$ cat config.mk
export PLATFORM = sky130hd
export DESIGN_NAME = inst_fetch_flat
export DESIGN_NICKNAME = d
export VERILOG_FILES = /design/src/rtl/inst_fetch_if.sv /design/src/rtl/inst_fetch.sv /design/src/flat_wrapper.sv
export SDC_FILE = /design/constraint.sdc
export NUM_CORES = 1
export LEC_CHECK = 0
export ABC_AREA = 1
export CAP_MARGIN = 20
export CORE_UTILIZATION = 40
export CTS_CLUSTER_DIAMETER = 100
export DETAILED_ROUTE_END_ITERATION = 8
export GPL_TIMING_DRIVEN = 1
export MAX_ROUTING_LAYER = met4
export PLACE_DENSITY = 0.77
export SLEW_MARGIN = 25
export SYNTH_ARGS = -nofsm -noshare
export SYNTH_HDL_FRONTEND = slang
export SYNTH_SLANG_ARGS = --single-unit
$ cat constraint.sdc
create_clock -name CLK -period 2.1 [get_ports CLK]
set_input_delay 0.21 -clock CLK [delete_from_list [all_inputs] [get_ports CLK]]
set_output_delay 0.21 -clock CLK [all_outputs]
set_load 0.02 [all_outputs]
$ cat src/rtl/inst_fetch_if.sv
// Instruction-memory request/acknowledge bus between the fetch stage and
// instruction memory. At most one request is outstanding at a time.
//   INST_REQ      fetch -> mem  request valid
//   INST_ADDR     fetch -> mem  request address
//   INST_ADDR_OK  mem -> fetch  request accepted this cycle
//   INST_DATA_OK  mem -> fetch  read data valid this cycle
//   INST_RDATA    mem -> fetch  read data
interface inst_fetch_if #(
  parameter int ADDR_W = 32,
  parameter int DATA_W = 32
);
  logic              INST_REQ;
  logic [ADDR_W-1:0] INST_ADDR;
  logic              INST_ADDR_OK;
  logic              INST_DATA_OK;
  logic [DATA_W-1:0] INST_RDATA;

  modport master (
    output INST_REQ, INST_ADDR,
    input  INST_ADDR_OK, INST_DATA_OK, INST_RDATA
  );

  modport slave (
    input  INST_REQ, INST_ADDR,
    output INST_ADDR_OK, INST_DATA_OK, INST_RDATA
  );
endinterface

$ cat src/rtl/inst_fetch.sv
// Instruction-fetch stage between the PC register and the IF/ID boundary.
// Presents PC to instruction memory, waits for the word, hands the PC/word
// pair to decode (buffering it while decode is stalled), asks stall control
// to freeze the PC until the fetch completes, and discards fetched or
// in-flight words on a branch flush.
// Ports:
//   CLK, RST      clock, synchronous active-high reset
//   PC, CE        fetch address and fetch enable from the PC register
//   FLUSH         branch redirect; kills the current fetch and the decode slot
//   ID_STALL      decode cannot accept a new instruction this cycle
//   IF_STALL_REQ  1 = hold PC
//   bus           instruction-memory request/ack bus (master side)
//   ID_PC, ID_INST, ID_VALID  decode slot
module inst_fetch #(
  parameter int ADDR_W = 32,
  parameter int DATA_W = 32
) (
  input  logic              CLK,
  input  logic              RST,
  input  logic [ADDR_W-1:0] PC,
  input  logic              CE,
  input  logic              FLUSH,
  input  logic              ID_STALL,
  output logic              IF_STALL_REQ,
  inst_fetch_if.master      bus,
  output logic [ADDR_W-1:0] ID_PC,
  output logic [DATA_W-1:0] ID_INST,
  output logic              ID_VALID
);

  localparam logic [1:0] S_IDLE = 2'd0;
  localparam logic [1:0] S_REQ  = 2'd1;
  localparam logic [1:0] S_WAIT = 2'd2;
  localparam logic [1:0] S_HOLD = 2'd3;

  logic [1:0]        state_q,     state_d;
  logic              kill_q,      kill_d;
  logic [ADDR_W-1:0] req_pc_q,    req_pc_d;
  logic [ADDR_W-1:0] hold_pc_q,   hold_pc_d;
  logic [DATA_W-1:0] hold_inst_q, hold_inst_d;
  logic [ADDR_W-1:0] id_pc_q,     id_pc_d;
  logic [DATA_W-1:0] id_inst_q,   id_inst_d;
  logic              id_valid_q,  id_valid_d;

  logic completion;

  // A fetch completes when a live word can go straight into decode, either
  // from the bus or from the hold buffer.
  always_comb begin
    completion = ((state_q == S_WAIT) & bus.INST_DATA_OK & ~kill_q & ~ID_STALL)
               | ((state_q == S_HOLD) & ~ID_STALL);
  end

  assign bus.INST_REQ  = (state_q == S_REQ);
  assign bus.INST_ADDR = PC;
  // During a flush the PC must be free to take the redirect target.
  assign IF_STALL_REQ  = ~FLUSH & ~completion;

  assign ID_PC    = id_pc_q;
  assign ID_INST  = id_inst_q;
  assign ID_VALID = id_valid_q;

  // Fetch FSM
  always_comb begin
    state_d     = state_q;
    kill_d      = kill_q;
    req_pc_d    = req_pc_q;
    hold_pc_d   = hold_pc_q;
    hold_inst_d = hold_inst_q;
    if (!CE) begin
      state_d = S_IDLE;
      kill_d  = 1'b0;
    end else begin
      case (state_q)
        S_IDLE: state_d = S_REQ;
        S_REQ: begin
          if (bus.INST_ADDR_OK) begin
            state_d  = S_WAIT;
            req_pc_d = PC;
            // A flush in the accept cycle already dooms this response.
            kill_d   = FLUSH;
          end
        end
        S_WAIT: begin
          if (bus.INST_DATA_OK) begin
            state_d = S_REQ;
            if (kill_q || FLUSH) begin
              kill_d = 1'b0;
            end else if (ID_STALL) begin
              hold_pc_d   = req_pc_q;
              hold_inst_d = bus.INST_RDATA;
              state_d     = S_HOLD;
            end
          end else if (FLUSH) begin
            // Response still in flight: remember to drop it when it lands.
            kill_d = 1'b1;
          end
        end
        S_HOLD: begin
          if (FLUSH || !ID_STALL) state_d = S_REQ;
        end
        default: state_d = S_IDLE;
      endcase
    end
  end

  // Decode slot, in priority order: flush, fetch disabled, stall, load, bubble.
  always_comb begin
    id_pc_d    = id_pc_q;
    id_inst_d  = id_inst_q;
    id_valid_d = id_valid_q;
    if (FLUSH) begin
      id_pc_d    = '0;
      id_inst_d  = '0;
      id_valid_d = 1'b0;
    end else if (!CE) begin
      id_valid_d = 1'b0;
    end else if (ID_STALL) begin
      id_valid_d = id_valid_q;
    end else if (completion) begin
      id_valid_d = 1'b1;
      if (state_q == S_HOLD) begin
        id_pc_d   = hold_pc_q;
        id_inst_d = hold_inst_q;
      end else begin
        id_pc_d   = req_pc_q;
        id_inst_d = bus.INST_RDATA;
      end
    end else begin
      id_valid_d = 1'b0;
    end
  end

  always_ff @(posedge CLK) begin
    if (RST) begin
      state_q     <= S_IDLE;
      kill_q      <= 1'b0;
      req_pc_q    <= '0;
      hold_pc_q   <= '0;
      hold_inst_q <= '0;
      id_pc_q     <= '0;
      id_inst_q   <= '0;
      id_valid_q  <= 1'b0;
    end else begin
      state_q     <= state_d;
      kill_q      <= kill_d;
      req_pc_q    <= req_pc_d;
      hold_pc_q   <= hold_pc_d;
      hold_inst_q <= hold_inst_d;
      id_pc_q     <= id_pc_d;
      id_inst_q   <= id_inst_d;
      id_valid_q  <= id_valid_d;
    end
  end

endmodule
$ cat src/flat_wrapper.sv
// flat-port wrapper written by rule: the top's interface ports become plain ports
module inst_fetch_flat 
#(
  parameter int ADDR_W = 32,
  parameter int DATA_W = 32
)
  (CLK, RST, PC, CE, FLUSH, ID_STALL, IF_STALL_REQ, ID_PC, ID_INST, ID_VALID, bus_INST_REQ, bus_INST_ADDR, bus_INST_ADDR_OK, bus_INST_DATA_OK, bus_INST_RDATA);
  inst_fetch_if #(.ADDR_W(ADDR_W), .DATA_W(DATA_W)) bus_i ();
  input  logic CLK;
  input  logic RST;
  input  logic [ADDR_W-1:0] PC;
  input  logic CE;
  input  logic FLUSH;
  input  logic ID_STALL;
  output logic IF_STALL_REQ;
  output logic [ADDR_W-1:0] ID_PC;
  output logic [DATA_W-1:0] ID_INST;
  output logic ID_VALID;
  output wire logic [$bits(bus_i.INST_REQ)-1:0] bus_INST_REQ;
  output wire logic [$bits(bus_i.INST_ADDR)-1:0] bus_INST_ADDR;
  input wire logic [$bits(bus_i.INST_ADDR_OK)-1:0] bus_INST_ADDR_OK;
  input wire logic [$bits(bus_i.INST_DATA_OK)-1:0] bus_INST_DATA_OK;
  input wire logic [$bits(bus_i.INST_RDATA)-1:0] bus_INST_RDATA;
  assign bus_INST_REQ = bus_i.INST_REQ;
  assign bus_INST_ADDR = bus_i.INST_ADDR;
  assign bus_i.INST_ADDR_OK = bus_INST_ADDR_OK;
  assign bus_i.INST_DATA_OK = bus_INST_DATA_OK;
  assign bus_i.INST_RDATA = bus_INST_RDATA;
  inst_fetch #(.ADDR_W(ADDR_W), .DATA_W(DATA_W)) u_core (.CLK(CLK), .RST(RST), .PC(PC), .CE(CE), .FLUSH(FLUSH), .ID_STALL(ID_STALL), .IF_STALL_REQ(IF_STALL_REQ), .bus(bus_i), .ID_PC(ID_PC), .ID_INST(ID_INST), .ID_VALID(ID_VALID));
endmodule
==> flow_summary.ini <==
[layout]
drive_above_1_share_pct = 4.99
diodes = 0
fillCellCount = 1802
nNetsFinal = 1284
area_growth_pct = 29.6

[pwr]
peakVddDrop_mv = 0.516
p_per_area_mw_per_mm2 = 694
p_total_mw = 6.62
p_leak_nw = 4.10

[die]
die_h_um = 138
die_area_mm2 = 0.0189
ios = 170
core_area_mm2 = 0.0180
initial_utilization_pct = 40.8
die_w_um = 138
num_rows = 49

[clocking]
cts_buffers = 17
cts_tree = done
h-tree-depth = 4
clk_path_buf_depth = 2
clk_pin_slew_ns = 0.06
insertion_delay_ns = 0.42
numClockSinks = 164
cts-root-buf = clkbuf_16
post-cts-setup-buffers = 0

[yosys]
netlist_instances = 1100
synth_edf_count = 0
seq_area_frac_synth_pct = 44.6
synth_nets = 1175
synth_flop_cell = dfxtp_1
netlist_area_mm2 = 0.00736
ys_seq_elements = 164
avgSynthCellArea_um2 = 6.69
async_flop_share_pct = 0
ys_warn_count = 0
synth.distinct_cells = 21

[sta]
relSlewSlack_pct = 65.7
post-route-period-util_pct = 93.7
drv_slew = 0
finalSetupViolations = 0
tightest_slew_ns = 0.515
skew_ns = 0.00746
worst_slack_ns = 0.131
max_freq_ghz = 0.508
rsz0062_at_grt = no
fin_crit_ns = 1.97
finalHoldViolCount = 0
tns_ns = 0

[route]
vias = 6588
wire_per_inst_um = 11.9
drtAntennaViolNets = 0
viasPerCell = 4.54
dr.pass1.iters = 5
drt_wl_total_um = 17300
drt-initial-drc-count = 293
remaining_drc_errors = 0

[worst_setup_path]
reg2reg_setup_slack_ns = 0.44
cp.arrival_ns = 1.76
start_kind = flop
slowest_stage = dfxtp_2
crit_chain = ha_2 -> nand2_1 -> nor2_2 -> nand2_1 -> nand2_2 -> nor2_1 -> dlygate4sd2_1
critPathCaptureType = primary output
critPathMaxFanout = 5
slowest_delay_ns = 0.38
cp.required_ns = 1.89
cpMostUsedCell = nand2_1
path_class = flop to primary output

[placement]
hpwl_um = 10600
io_buffers = 169
routabilityCongestion = 0.859
place_ws_ns = 0.171

[global_route]
grt_pass1_wl_um = 28400
grt_pass1_vias = 5973
antenna_found_initial = 0
grt_overflow = 0
track_usage_pct = 19.5
grt_max_degree = 112

[hold_path]
hold_path_class = input pin to flop

[status]
status = completed

[run]
cap_violations = 0
==> state kept, by name, summed over array words and instances (netlist names) <==
signal	cells
u_core.ID_INST	32
u_core.ID_PC	32
u_core.hold_inst_q	32
u_core.hold_pc_q	32
u_core.req_pc_q	32
u_core.state_q	2
u_core.ID_VALID	1
u_core.kill_q	1
==> worst paths after layout <==
path                      start                    end  cells past startpoint
max           u_core.state_q[1]           IF_STALL_REQ                      7
min reg2reg  u_core.req_pc_q[8]     u_core.req_pc_q[8]                      2
max reg2reg   u_core.state_q[0]       u_core.ID_PC[13]                      9
min           bus_INST_RDATA[0]  u_core.hold_inst_q[0]                      3
==> cells in the mapped netlist, types with 2 or more instances <==
cell type	n	area share, %
buf_2	26	1.8
nand3_1	23	1.6
ha_1	4	0.68
nor2_1	256	13
o21ai_1	60	4.1
buf_4	39	4.0
o21ai_0	59	4.0
clkbuf_1	22	1.1
dfxtp_1	164	45
inv_2	3	0.15
a21oi_1	44	3.0
inv_1	124	6.3
nand2_1	251	13
nor2_2	2	0.17
nand3_2	2	0.27
nand2_2	2	0.17
buf_6	8	1.2
a21boi_0	8	0.82
==> placed cells by master, fill, tap and decap left out <==
cell / count
nor2_1: 256
nand2_1: 251
clkdlybuf4s50_1: 168
dfxtp_1: 163
inv_1: 124
o21ai_1: 60
o21ai_0: 59
a21oi_1: 44
nand3_1: 23
clkbuf_16: 17
buf_4: 10
a21boi_0: 8
buf_12: 7
clkinv_2: 5
inv_6: 5
inv_2: 3
clkinvlp_4: 3
nand2_2: 2
ha_1: 2
nor2_2: 1
nand3_4: 1
nor2_4: 1
nand3_2: 1
o21bai_1: 1
ha_2: 1
ha_4: 1
clkbuf_1: 1
bufinv_16: 1
inv_8: 1
dlygate4sd2_1: 1
dfxtp_2: 1
==> cell type report <==
cell class                      count  area, µm²  area share (%)
Sequential cell                   164       3280            34.4
Clock inverter                     14        128            1.34
Tap cell                          229        287            3.00
Multi-Input combinational cell    712       3020            31.7
Inverter                          128        482            5.05
Timing Repair Buffer              186       1910            20.0
Clock buffer                       18        429            4.50
==> metrics by stage <==
stage               util (%)  std cells  hold WS (ns)  area, µm²
floorplan                  -       1100         0.356       7360
global placement        49.8       1419         0.448       8980
detailed placement      49.8       1419         0.453       8980
CTS                     52.9       1451         0.409       9540
global route            52.9       1451         0.424       9540
finish                  52.9       1451         0.428       9540
==> repair_timing <==
action	4_1_cts	5_1_grt
endpoints found under the setup margin	1	1
resized for setup	1	2
hold buffers	0	0
hold endpoints to repair	0	0
==> report_power, final <==
part | switching [mW] | total, mW | internal, mW
combinational | 0.259 | 0.514 | 0.256
clock | 1.31 | 2.96 | 1.65
sequential | 0.0117 | 3.15 | 3.13
total | 1.58 | 6.62 | 5.04
==> worst max-delay path: cells and delay by family, from the launching register on <==
kind / cells / cell delay, ns
flops: 1 / 0.38
fa+ha+maj: 1 / 0.23
buf+inv: 1 / 0.33
simple gates: 5 / 0.42
==> layer usage <==
metal	routed length (µm)	track usage (%)	share of wire, %
met3	1010	4.42	5.9
met1	8160	23.5	47
met5	0	-	0
met4	216	6.04	1.2
met2	7920	32.3	46
==> kinds of logic (layout without fill, tap and decap cells) <==
family                     after synthesis  count (layout)  synth area share [%]
AOI/OAI and AO/OA                      172             172                  12.0
adders and majority gates                4               4                 0.680
and+or+nand+nor                        536             536                  28.0
DFF                                    164             164                  44.6
buffers and inverters                  224             346                  14.7
No activity file was read; power rests on OpenSTA's default activity.
